$ cat src/rtl/multiplier_word.sv
// multiplier_word: sequential 32x32 -> 64-bit unsigned shift-add multiplier.
// One iteration per cycle through a combinational 32-bit ripple adder.
// Accepted start -> 32 RUN cycles -> one DONE cycle with the product valid.
//
// Ports:
//   clk      rising-edge clock
//   reset    synchronous, active-high reset
//   start    request, sampled only when not busy (IDLE or DONE)
//   a, b     multiplicand / multiplier, captured on an accepted start
//   busy     high while RUN
//   done     one-cycle pulse, product valid
//   product  {acc_hi, acc_lo}; held until the next accepted start
//
// Optional feature: define MULTIPLIER_ZERO_BYPASS_EN to let a start with a zero
// operand jump straight to DONE with product 0 (done at k+1, busy never set).

// 32-bit ripple-carry adder used as the multiplier's per-cycle datapath.
module adder_word (
    input  logic [31:0] i_a,
    input  logic [31:0] i_b,
    input  logic        i_carry_in,
    output logic [31:0] o_sum,
    output logic        o_carry_out
);
    localparam int unsigned W = 32;

    // Carry ripples LSB to MSB through a loop-local variable.
    always_comb begin
        logic c;
        c     = i_carry_in;
        o_sum = '0;
        for (int i = 0; i < W; i++) begin
            o_sum[i] = i_a[i] ^ i_b[i] ^ c;
            c        = (i_a[i] & i_b[i]) | (c & (i_a[i] ^ i_b[i]));
        end
        o_carry_out = c;
    end
endmodule

module multiplier_word (
    input  logic        clk,
    input  logic        reset,
    input  logic        start,
    input  logic [31:0] a,
    input  logic [31:0] b,
    output logic        busy,
    output logic        done,
    output logic [63:0] product
);
    localparam int unsigned W     = 32;
    localparam int unsigned CW    = 6;
    localparam int unsigned LAST  = 31;

    // One-hot-ish encoding: busy/done are each a single state flop bit.
    typedef enum logic [1:0] {
        S_IDLE = 2'b00,
        S_RUN  = 2'b01,
        S_DONE = 2'b10
    } state_t;

    state_t         r_state;
    state_t         w_state_next;
    logic           w_accept;
    logic           w_zero_op;
    logic [W-1:0]   r_mcand;
    logic [W-1:0]   r_acc_hi;
    logic [W-1:0]   r_acc_lo;
    logic [CW-1:0]  r_count;
    logic [W-1:0]   w_addend;
    logic [W-1:0]   w_sum;
    logic           w_carry;

    // Partial product for this iteration selected by the current multiplier LSB.
    assign w_addend = r_acc_lo[0] ? r_mcand : '0;

    adder_word u_adder (
        .i_a         (r_acc_hi),
        .i_b         (w_addend),
        .i_carry_in  (1'b0),
        .o_sum       (w_sum),
        .o_carry_out (w_carry)
    );

    // Next-state and accept decode.
    always_comb begin
        w_state_next = r_state;
        w_accept     = 1'b0;
        w_zero_op    = 1'b0;
`ifdef MULTIPLIER_ZERO_BYPASS_EN
        w_zero_op    = (a == '0) || (b == '0);
`endif
        case (r_state)
            S_IDLE: begin
                if (start) begin
                    w_accept     = 1'b1;
                    w_state_next = w_zero_op ? S_DONE : S_RUN;
                end
            end
            S_DONE: begin
                if (start) begin
                    w_accept     = 1'b1;
                    w_state_next = w_zero_op ? S_DONE : S_RUN;
                end else begin
                    w_state_next = S_IDLE;
                end
            end
            S_RUN: begin
                if (r_count == CW'(LAST)) begin
                    w_state_next = S_DONE;
                end
            end
            default: w_state_next = S_IDLE;
        endcase
    end

    // State register.
    always_ff @(posedge clk) begin
        if (reset) begin
            r_state <= S_IDLE;
        end else begin
            r_state <= w_state_next;
        end
    end

    // Operand capture and shift-add accumulator; carry_out becomes the new acc_hi MSB.
    always_ff @(posedge clk) begin
        if (reset) begin
            r_mcand  <= '0;
            r_acc_hi <= '0;
            r_acc_lo <= '0;
            r_count  <= '0;
        end else if (w_accept) begin
            r_mcand  <= a;
            r_acc_hi <= '0;
            r_acc_lo <= w_zero_op ? '0 : b;
            r_count  <= '0;
        end else if (r_state == S_RUN) begin
            {r_acc_hi, r_acc_lo} <= {w_carry, w_sum, r_acc_lo[W-1:1]};
            r_count              <= r_count + CW'(1);
        end
    end

    assign busy    = (r_state == S_RUN);
    assign done    = (r_state == S_DONE);
    assign product = {r_acc_hi, r_acc_lo};

endmodule

$ cat config.mk
export PLATFORM = sky130hd
export DESIGN_NAME = multiplier_word
export DESIGN_NICKNAME = d
export VERILOG_FILES = /design/src/rtl/multiplier_word.sv
export SDC_FILE = /design/constraint.sdc
export NUM_CORES = 1
export LEC_CHECK = 0
export BUFFER_PORTS_ARGS = -buffer_cell sky130_fd_sc_hd__buf_2
export CELL_PAD_IN_SITES_DETAIL_PLACEMENT = 1
export CELL_PAD_IN_SITES_GLOBAL_PLACEMENT = 1
export CORE_MARGIN = 2
export CORE_UTILIZATION = 38
export DETAILED_ROUTE_END_ITERATION = 12
export HOLD_SLACK_MARGIN = 0.02
export PLACE_DENSITY_LB_ADDON = 0.1
export REMOVE_ABC_BUFFERS = 1
export SYNTH_ARGS = -nofsm -noshare
export SYNTH_HDL_FRONTEND = slang
export SYNTH_SLANG_ARGS = --single-unit
$ cat constraint.sdc
create_clock -name clk -period 15.1 [get_ports clk]
set_input_delay 0.755 -clock clk [delete_from_list [all_inputs] [get_ports clk]]
set_output_delay 0.755 -clock clk [all_outputs]
set_load 0.01 [all_outputs]
* Word level (Yosys, flattened, before mapping) *
Index checks and enable logic that the tools add are counted.

storage, ports and cells
  bits in registers = 104
  latch bits = 0
  bits in writable memories = 0
  bits in read-only memories = 0
  input bits = 67
  output and inout bits = 66
  memories = 0

cells by class
  add/subtract/negate cells = 1
  $mul = 0
  div/mod/pow operators = 0
  $lt $le $gt $ge = 0
  equal/unequal tests = 5
  shift operators = 0
  muxes and demuxes = 9
  bitwise logic cells = 157
  reduce and logical (&&, ||, !) cells = 5

operators with widths
  cell                                                   number
  2-to-1 mux 32 bit                                      3
  AND 1 bit                                              63
  bitwise XOR 1 bit                                      63
  bitwise OR 1 bit                                       31
  adder 6 x 1 -> 6 bit, second input constant            1
  equality test 6 x 5 -> 1 bit, second input constant    1
  case mux 2 bit (3 select lines)                        1
  2-to-1 mux 2 bit                                       2
  OR reduction 2 bit                                     2
  2-to-1 mux 1 bit                                       3
  equality test 2 x 1 -> 1 bit, second input constant    1
  equality test 2 bit, second input constant             1
  logical NOT 2 bit                                      1
  inequality test 2 x 1 -> 1 bit, second input constant  1
  inequality test 2 bit, second input constant           1
  AND reduction 2 bit                                    1
  nonzero test 2 bit                                     1

* Longest topological paths before layout *
Gate-level depths: netlist (run 1).

  word-level depth = 64
  mapped depth = 39
  gate-level depth less buffers = 39

* Modules after synthesis *
A second synthesis (run 1) with hierarchy kept.

second synthesis, totals
  cell total of the unflattened synthesis = 544
  area, all modules = 4687.0 um2

by module, submodules not included
  module           times used  cells an instance  area each (um2)  sequential area each (um2)
  multiplier_word  1           502                4008.8           2082.0
  adder_word       1           42                 678.2            0.0

* Worst setup path before layout (run 1) *
Ideal clock, no wire load.

  path kind = reg2reg
  from = reg r_acc_lo[0]
  to = reg r_acc_hi[30]
  library setup time = 0.079 ns
  data arrival time = 12.179 ns
  setup slack = 2.841 ns
  stages on the path, launching flop included = 40
  path buffers = 0
  cells stage by stage = dfxtp_1 and2_1 ha_1 inv_1 fa_1 fa_1 inv_1 fa_1 fa_1 fa_1 fa_1 fa_1 fa_1 fa_1 fa_1 fa_1 fa_1 fa_1 [... 4 more ...] inv_1 fa_1 fa_1 fa_1 fa_1 fa_1 fa_1 fa_1 fa_1 fa_1 fa_1 fa_1 fa_1 fa_1 fa_1 inv_1 fa_1 a211oi_2

on the way
  cells in the longest elaborated chain, start to end = 63
  elaborated cells on any way between the ends = 124

RTL lines
  item                                            RTL line  text
  start, declared                                 67        logic [W-1:0] r_acc_lo;
  start signal, assigned                          135       r_acc_lo <= w_zero_op ? '0 : b;
  start signal, assigned                          138       {r_acc_hi, r_acc_lo} <= {w_carry, w_sum, r_acc_lo[W-1:1]};
  2-to-1 mux 32 bit (*)                           74        assign w_addend = r_acc_lo[0] ? r_mcand : '0;
  AND 1 bit or bitwise XOR 1 bit (tied branches)  34        c = (i_a[i] & i_b[i]) | (c & (i_a[i] ^ i_b[i]));
  AND 1 bit                                       34
  bitwise OR 1 bit                                34
  AND 1 bit                                       34
  bitwise OR 1 bit                                34
  AND 1 bit                                       34
  bitwise OR 1 bit                                34
  [... 47 more ...]                               --
  bitwise OR 1 bit                                34
  AND 1 bit                                       34
  bitwise OR 1 bit                                34
  AND 1 bit                                       34
  bitwise OR 1 bit                                34
  AND 1 bit                                       34
  bitwise OR 1 bit                                34
  bitwise XOR 1 bit (*)                           33        o_sum[i] = i_a[i] ^ i_b[i] ^ c;
  end signal, assigned                            138
  end, declared                                   66        logic [W-1:0] r_acc_hi;

Every way passes the cells marked *; elsewhere a longest branch is shown, timed or not.
A chain may end at the register's enable or synchronous reset.

* Worst setup path after layout (run 1) *
Ends and elaborated chain as after synthesis.

==> flow_metrics.py, run 1 <==
metrics = {
    "run": {
        "drv_cap": 0,
    },
    "drt": {
        "ant_nets": 0,
        "drt_first_pass_iters": 4,
        "route.detailed.drc": 0,
        "drt-total-wl_mm": 13.2,
        "routed_via_density": 5.06,
        "drt-initial-drc-count": 152,
        "avgRoutedWirePerCell_um": 16.1,
        "vias": 4140,
    },
    "outcome": {
        "outcome": "complete, no violations",
    },
    "critical_path": {
        "cp_slowest_cell": "fa_1",
        "crit_start": "r_acc_lo[0]$_SDFFE_PP0P_",
        "crit_top_cell": "fa_1",
        "r2r_cells": 40,
        "cp-start-kind": "flop",
        "crit_fanout": 34,
        "arrival_ns": 13.35,
        "worstPathRequired_ns": 15.37,
        "slowest_delay_ns": 0.42,
        "reg2reg_slack_ns": 2.01,
        "cp-end-kind": "flop",
        "r2r-start": "r_acc_lo[0]$_SDFFE_PP0P_",
        "crit_type": "flop to flop",
        "worstReg2RegEnd": "r_acc_hi[30]$_SDFFE_PP0P_",
    },
    "grt": {
        "grt_overflow": 0,
        "grt_pass1_vias": 4357,
        "grt_max_degree": 74,
        "track_usage": 0.203,
        "antenna_found_initial": 1,
        "grt_pass1_wl_mm": 21.2,
    },
    "clock_network": {
        "post_cts_buffers": 0,
        "clk_pin_slew_ns": 0.07,
        "cts.sinks": 104,
        "cts_tree": "built",
        "clk_latency_ns": 0.35,
        "cts-root-buf": "clkbuf_16",
        "cts_hold_buffers": 0,
        "h-tree-depth": 3,
        "clock_path_buffers": 2,
        "cts_resized": 0,
        "cts_made_buffers": 9,
    },
    "cells_and_area": {
        "fin_nets": 744,
        "final_cell_mix": "buf_2, nand2_1, dfxtp_1, nor3_1, a21oi_1",
        "syn_to_final_growth_pct": 20.9,
        "layout_commonest_cell": "buf_2",
        "drive_above_1_share": 0.253,
    },
    "logic_synthesis": {
        "synth_cell_types": 33,
        "synth_warnings": 0,
        "avgSynthCellArea_um2": 8.83,
        "ys_seq_elements": 104,
        "syn-cell-area_um2": 4750,
        "synth_cells": 538,
        "ys_seq_area_frac": 0.438,
    },
    "timing": {
        "maxSlewHeadroom": 0.423,
        "setup_tns_ns": 0,
        "hold_violations": 0,
        "setup_viol": 0,
        "period_minus_slack_ns": 13.09,
        "finalCritPeriodShare": 0.867,
        "fmaxAchievable_ghz": 0.0764,
        "rsz0062_at_grt": "no",
        "final.setup_skew_ns": 0.00819,
        "drv_slew": 0,
        "finalWorstSetupSlack_ns": 2.01,
        "timing.hold.ws_ns": 0.450,
        "tightest_slew_ns": 0.865,
    },
    "worst_hold_path": {
        "worstHoldEndpoint": "r_mcand[7]$_SDFFE_PP0P_",
        "hold_class": "flop to flop",
        "hold_start": "r_mcand[7]$_SDFFE_PP0P_",
        "min_path_cells": 2,
    },
    "power_and_ir_drop": {
        "power_leakage_uw": 0.00247,
        "p_per_area_nw_per_um2": 111,
        "vdd_drop_max_v": 0.0000508,
    },
    "floorplanning": {
        "io_pins": 133,
        "die_area_um2": 13400,
        "coreArea_um2": 12100,
        "num_rows": 40,
        "start_util": 0.392,
        "die_width_um": 116,
        "die_height_um": 116,
    },
    "placed_design": {
        "pre_cts_ws_ns": 2.04,
        "io_buffer_count": 132,
        "gp_congestion": 0.699,
        "dpl.hpwl_mm": 8.59,
    },
}
==> power breakdown <==
group / switching (uW) / internal, uW / leakage, uW
Clock: 103 / 147 / 0.000159
Sequential: 10.9 / 290 / 0.000851
Combinational: 54.7 / 32.6 / 0.00146
Total: 169 / 469 / 0.00247
==> area by class of cell <==
class	count	area, um2
Antenna cell	1	2.50
Clock buffer	14	284
Clock inverter	2	35.0
Fill cell	1480	6370
Inverter	12	47.5
Multi-Input combinational cell	380	2390
Sequential cell	104	2080
Tap cell	168	210
Timing Repair Buffer	137	698
==> worst max-delay path by stage <==
stage / cells past startpoint / slack (ns) / to
final: 40 / 2.01 / r_acc_hi[30]$_SDFFE_PP0P_
after global routing: 40 / 1.55 / r_acc_hi[30]$_SDFFE_PP0P_
after floorplan: 39 / 2.62 / r_acc_hi[30]$_SDFFE_PP0P_
after global placement: 40 / 2.29 / r_acc_hi[30]$_SDFFE_PP0P_
after detailed placement: 40 / 2.04 / r_acc_hi[30]$_SDFFE_PP0P_
after CTS: 40 / 1.96 / r_acc_hi[30]$_SDFFE_PP0P_
==> stage by stage <==
| stage | utilization | std cells | power [uW] | area [um2] |
|---|---|---|---|---|
| 5_1_grt | 0.474 | 817 | 668 | 5740 |
| 3_5_place_dp | 0.448 | 801 | 396 | 5420 |
| 2_1_floorplan | - | 496 | 355 | 4500 |
| 3_3_place_gp | 0.448 | 801 | 392 | 5420 |
| 6_report | 0.474 | 818 | 638 | 5750 |
| 4_1_cts | 0.474 | 817 | 646 | 5740 |
==> cell usage after synthesis, drive strengths merged <==
library cell	instances	area share
nand2b	3	0.0039
nor3	61	0.064
nor2	7	0.0055
or3	2	0.0026
o2111ai	1	0.0018
nand3	2	0.0021
o21ai	3	0.0032
inv	12	0.010
ha	2	0.0053
a31oi	2	0.0026
buf	34	0.046
a211oi	5	0.013
xnor2	2	0.0037
fa	31	0.13
nand2	131	0.11
a21oi	62	0.066
dfxtp	104	0.44
clkbuf	8	0.0063
nand3b	1	0.0016
and2	28	0.037
or4	1	0.0024
o22ai	30	0.039
o31ai	2	0.0032
mux2i	1	0.0021
nor2b	2	0.0026
nor4	1	0.0013
==> state kept, by name, indices dropped and copies added (netlist names) <==
register and cells:
r_acc_hi 32, r_count 6, r_mcand 32, r_state 2, r_acc_lo 32
==> cell families after synthesis <==
logic type      Yosys count  synth area share
simple gates            239             0.228
compound gates          105             0.130
flops                   104             0.438
buf+inv                  54            0.0624
fa+ha+maj                33             0.136
xor+xnor                  2           0.00369
mux                       1           0.00211
==> worst max-delay path: cells and delay by family, from the launching register on <==
family / cells / cell delay [ns]
adder cells (fa/ha/maj): 32 / 11.74
buffers and inverters: 6 / 0.58
flip-flops: 1 / 0.30
AND/OR/NAND/NOR: 1 / 0.19
AO/OA/AOI/OAI: 1 / 0.19
==> routing by layer <==
layer | GRT usage | vias up | wire length, um
met3 | 0.0492 | 14 | 768
met2 | 0.356 | 93 | 6520
met4 | 0.0746 | 0 | 189
met1 | 0.244 | 2018 | 5730
li1 | - | 2015 | -
met5 | 0 | - | 0
(Power assumes the default switching activity.)
==> run 2, diff against run 1 <==
--- a/config.mk
+++ b/config.mk
@@ -7,9 +7,8 @@
 export LEC_CHECK = 0
 export BUFFER_PORTS_ARGS = -buffer_cell sky130_fd_sc_hd__buf_2
 export CELL_PAD_IN_SITES_DETAIL_PLACEMENT = 1
-export CELL_PAD_IN_SITES_GLOBAL_PLACEMENT = 1
-export CORE_MARGIN = 2
-export CORE_UTILIZATION = 38
+export CELL_PAD_IN_SITES_GLOBAL_PLACEMENT = 2
+export CORE_UTILIZATION = 30
 export DETAILED_ROUTE_END_ITERATION = 12
 export HOLD_SLACK_MARGIN = 0.02
 export PLACE_DENSITY_LB_ADDON = 0.1
==> run 2 against run 1 <==
Non-clock buffer count rose by 1. Critical endpoint unchanged. Highest routed layer is now met5. Via count fell by 1.1%. Hold slack better by 0.0013 ns. Sequential cell count stayed put. Design area up 0.54%. Clock skew decreased by 0.0016 ns. Fmax increased by 2.5%. Register-to-register slack improved by 0.32 ns. Sequential share of layout area fell by 0.20 points. Largest power group unchanged. Final cell count grew 5.4%. Largest cell class unchanged. Setup slack better by 0.32 ns. Critical path type unchanged.
==> flow_metrics.py, run 2 (synthesis results as in run 1) <==
metrics = {
    "drt": {
        "drt-total-wl_mm": 13.5,
        "drt-initial-drc-count": 130,
        "avgRoutedWirePerCell_um": 15.7,
        "ant_nets": 0,
        "vias": 4093,
        "routed_via_density": 4.75,
        "drt_first_pass_iters": 5,
        "route.detailed.drc": 0,
    },
    "cells_and_area": {
        "syn_to_final_growth_pct": 21.6,
        "regArea_um2": 2080,
        "fin_nets": 745,
        "final_cell_mix": "buf_2, nand2_1, dfxtp_1, nor3_1, a21oi_1",
        "layout_commonest_cell": "buf_2",
        "drive_above_1_share": 0.254,
        "multi_input_area_um2": 2390,
        "fillCellCount": 1812,
        "reg_top3": "r_acc_hi: 32 flops, r_acc_lo: 32 flops, r_mcand: 32 flops",
    },
    "timing": {
        "timing.hold.ws_ns": 0.452,
        "setup_viol": 0,
        "drv_slew": 0,
        "final.setup_skew_ns": 0.00658,
        "tightest_slew_ns": 0.843,
        "fmaxAchievable_ghz": 0.0784,
        "finalCritPeriodShare": 0.845,
        "maxSlewHeadroom": 0.438,
        "setup_tns_ns": 0,
        "period_minus_slack_ns": 12.76,
        "rsz0062_at_grt": "no",
        "hold_violations": 0,
    },
    "clock_network": {
        "cts_resized": 0,
        "cts.sinks": 104,
        "clk_pin_slew_ns": 0.07,
        "cts-root-buf": "clkbuf_16",
        "cts_tree": "built",
        "post_cts_buffers": 0,
        "clock_path_buffers": 2,
        "clk_latency_ns": 0.35,
        "h-tree-depth": 3,
        "cts_hold_buffers": 0,
        "cts_made_buffers": 9,
    },
    "grt": {
        "grt_pass1_wl_mm": 22.2,
        "track_usage": 0.176,
        "grt_overflow": 0,
        "grt_max_degree": 73,
        "grt_pass1_vias": 4271,
        "antenna_found_initial": 2,
    },
    "placed_design": {
        "io_buffer_count": 132,
        "gp_congestion": 0.682,
        "dpl.hpwl_mm": 8.88,
    },
    "critical_path": {
        "critPathTopFamily": "adder cells",
        "r2r_cells": 39,
        "crit_fanout": 2,
        "cp-start-kind": "flop",
        "worstPathRequired_ns": 15.37,
        "cp-end-kind": "flop",
        "crit_top_cell": "fa_1",
        "cp.buffers_inverters": 5,
        "reg2reg_slack_ns": 2.34,
        "path_depth": 39,
        "crit_type": "flop to flop",
        "slowest_delay_ns": 0.42,
        "arrival_ns": 13.03,
        "cp_slowest_cell": "fa_1",
    },
    "outcome": {
        "outcome": "complete, no violations",
    },
    "floorplanning": {
        "coreArea_um2": 15300,
        "die_width_um": 128,
        "start_util": 0.310,
        "num_rows": 45,
        "die_height_um": 128,
        "die_area_um2": 16300,
        "io_pins": 133,
    },
    "power_and_ir_drop": {
        "vdd_drop_max_v": 0.0000550,
        "p_per_area_nw_per_um2": 108,
        "power_leakage_uw": 0.00245,
    },
    "worst_hold_path": {
        "min_path_cells": 2,
        "hold_class": "flop to flop",
    },
    "run": {
        "drv_cap": 0,
    },
}
## run 2: cell count changes in the layout (fill, tap and decap cells not counted)
cell        previous run  this run
clkbuf_8               4         0
clkinvlp_4             0         2
buf_4                  5         6
clkinv_2               1         3
## run 2: final timing paths
check / startpoint / end
setup / recovery: r_acc_lo[0]$_SDFFE_PP0P_ / r_acc_hi[30]$_SDFFE_PP0P_
hold / removal: r_mcand[29]$_SDFFE_PP0P_ / r_mcand[29]$_SDFFE_PP0P_
setup reg to reg: r_acc_lo[0]$_SDFFE_PP0P_ / r_acc_hi[30]$_SDFFE_PP0P_
hold reg to reg: r_mcand[29]$_SDFFE_PP0P_ / r_mcand[29]$_SDFFE_PP0P_
## run 2: routing by layer
metal  up-vias  part of all wire  track usage  wire length [um]
met3        14             0.060       0.0584               813
met1      1975              0.45        0.213              6030
met5         -           0.00089            0                12
met4         2             0.011       0.0443               147
li1       2011                 -            -                 -
met2        91              0.48        0.300              6490
## run 2: layout make-up
| cell class | instances | area share |
|---|---|---|
| Antenna cell | 1 | 0.000433 |
| Clock buffer | 10 | 0.0396 |
| Inverter | 12 | 0.00823 |
| Clock inverter | 6 | 0.0104 |
| Timing Repair Buffer | 138 | 0.122 |
| Multi-Input combinational cell | 380 | 0.413 |
| Sequential cell | 104 | 0.360 |
| Tap cell | 211 | 0.0457 |
## run 2: worst min-delay path: stages, from the launching register on
cell and delay (ns):
dfxtp_1 0.31, nand2_1 0.05, a21oi_1 0.05
## run 2: metrics by stage
stage / setup slack [ns] / utilization / power (uW) / instance area (um2) / instances
floorplan: 2.62 / - / 355 / 4500 / 496
global placement: 2.49 / 0.358 / 395 / 5490 / 845
detailed placement: 2.34 / 0.358 / 397 / 5490 / 845
CTS: 2.31 / 0.377 / 636 / 5770 / 861
global route: 1.75 / 0.377 / 655 / 5770 / 861
finish: 2.34 / 0.377 / 622 / 5780 / 862
## run 2: power breakdown
| part | internal [uW] | total, uW | switching (uW) | leakage, uW |
|---|---|---|---|---|
| Clock | 128 | 233 | 105 | 0.000138 |
| Sequential | 290 | 301 | 11.2 | 0.000851 |
| Combinational | 32.8 | 87.5 | 54.8 | 0.00146 |
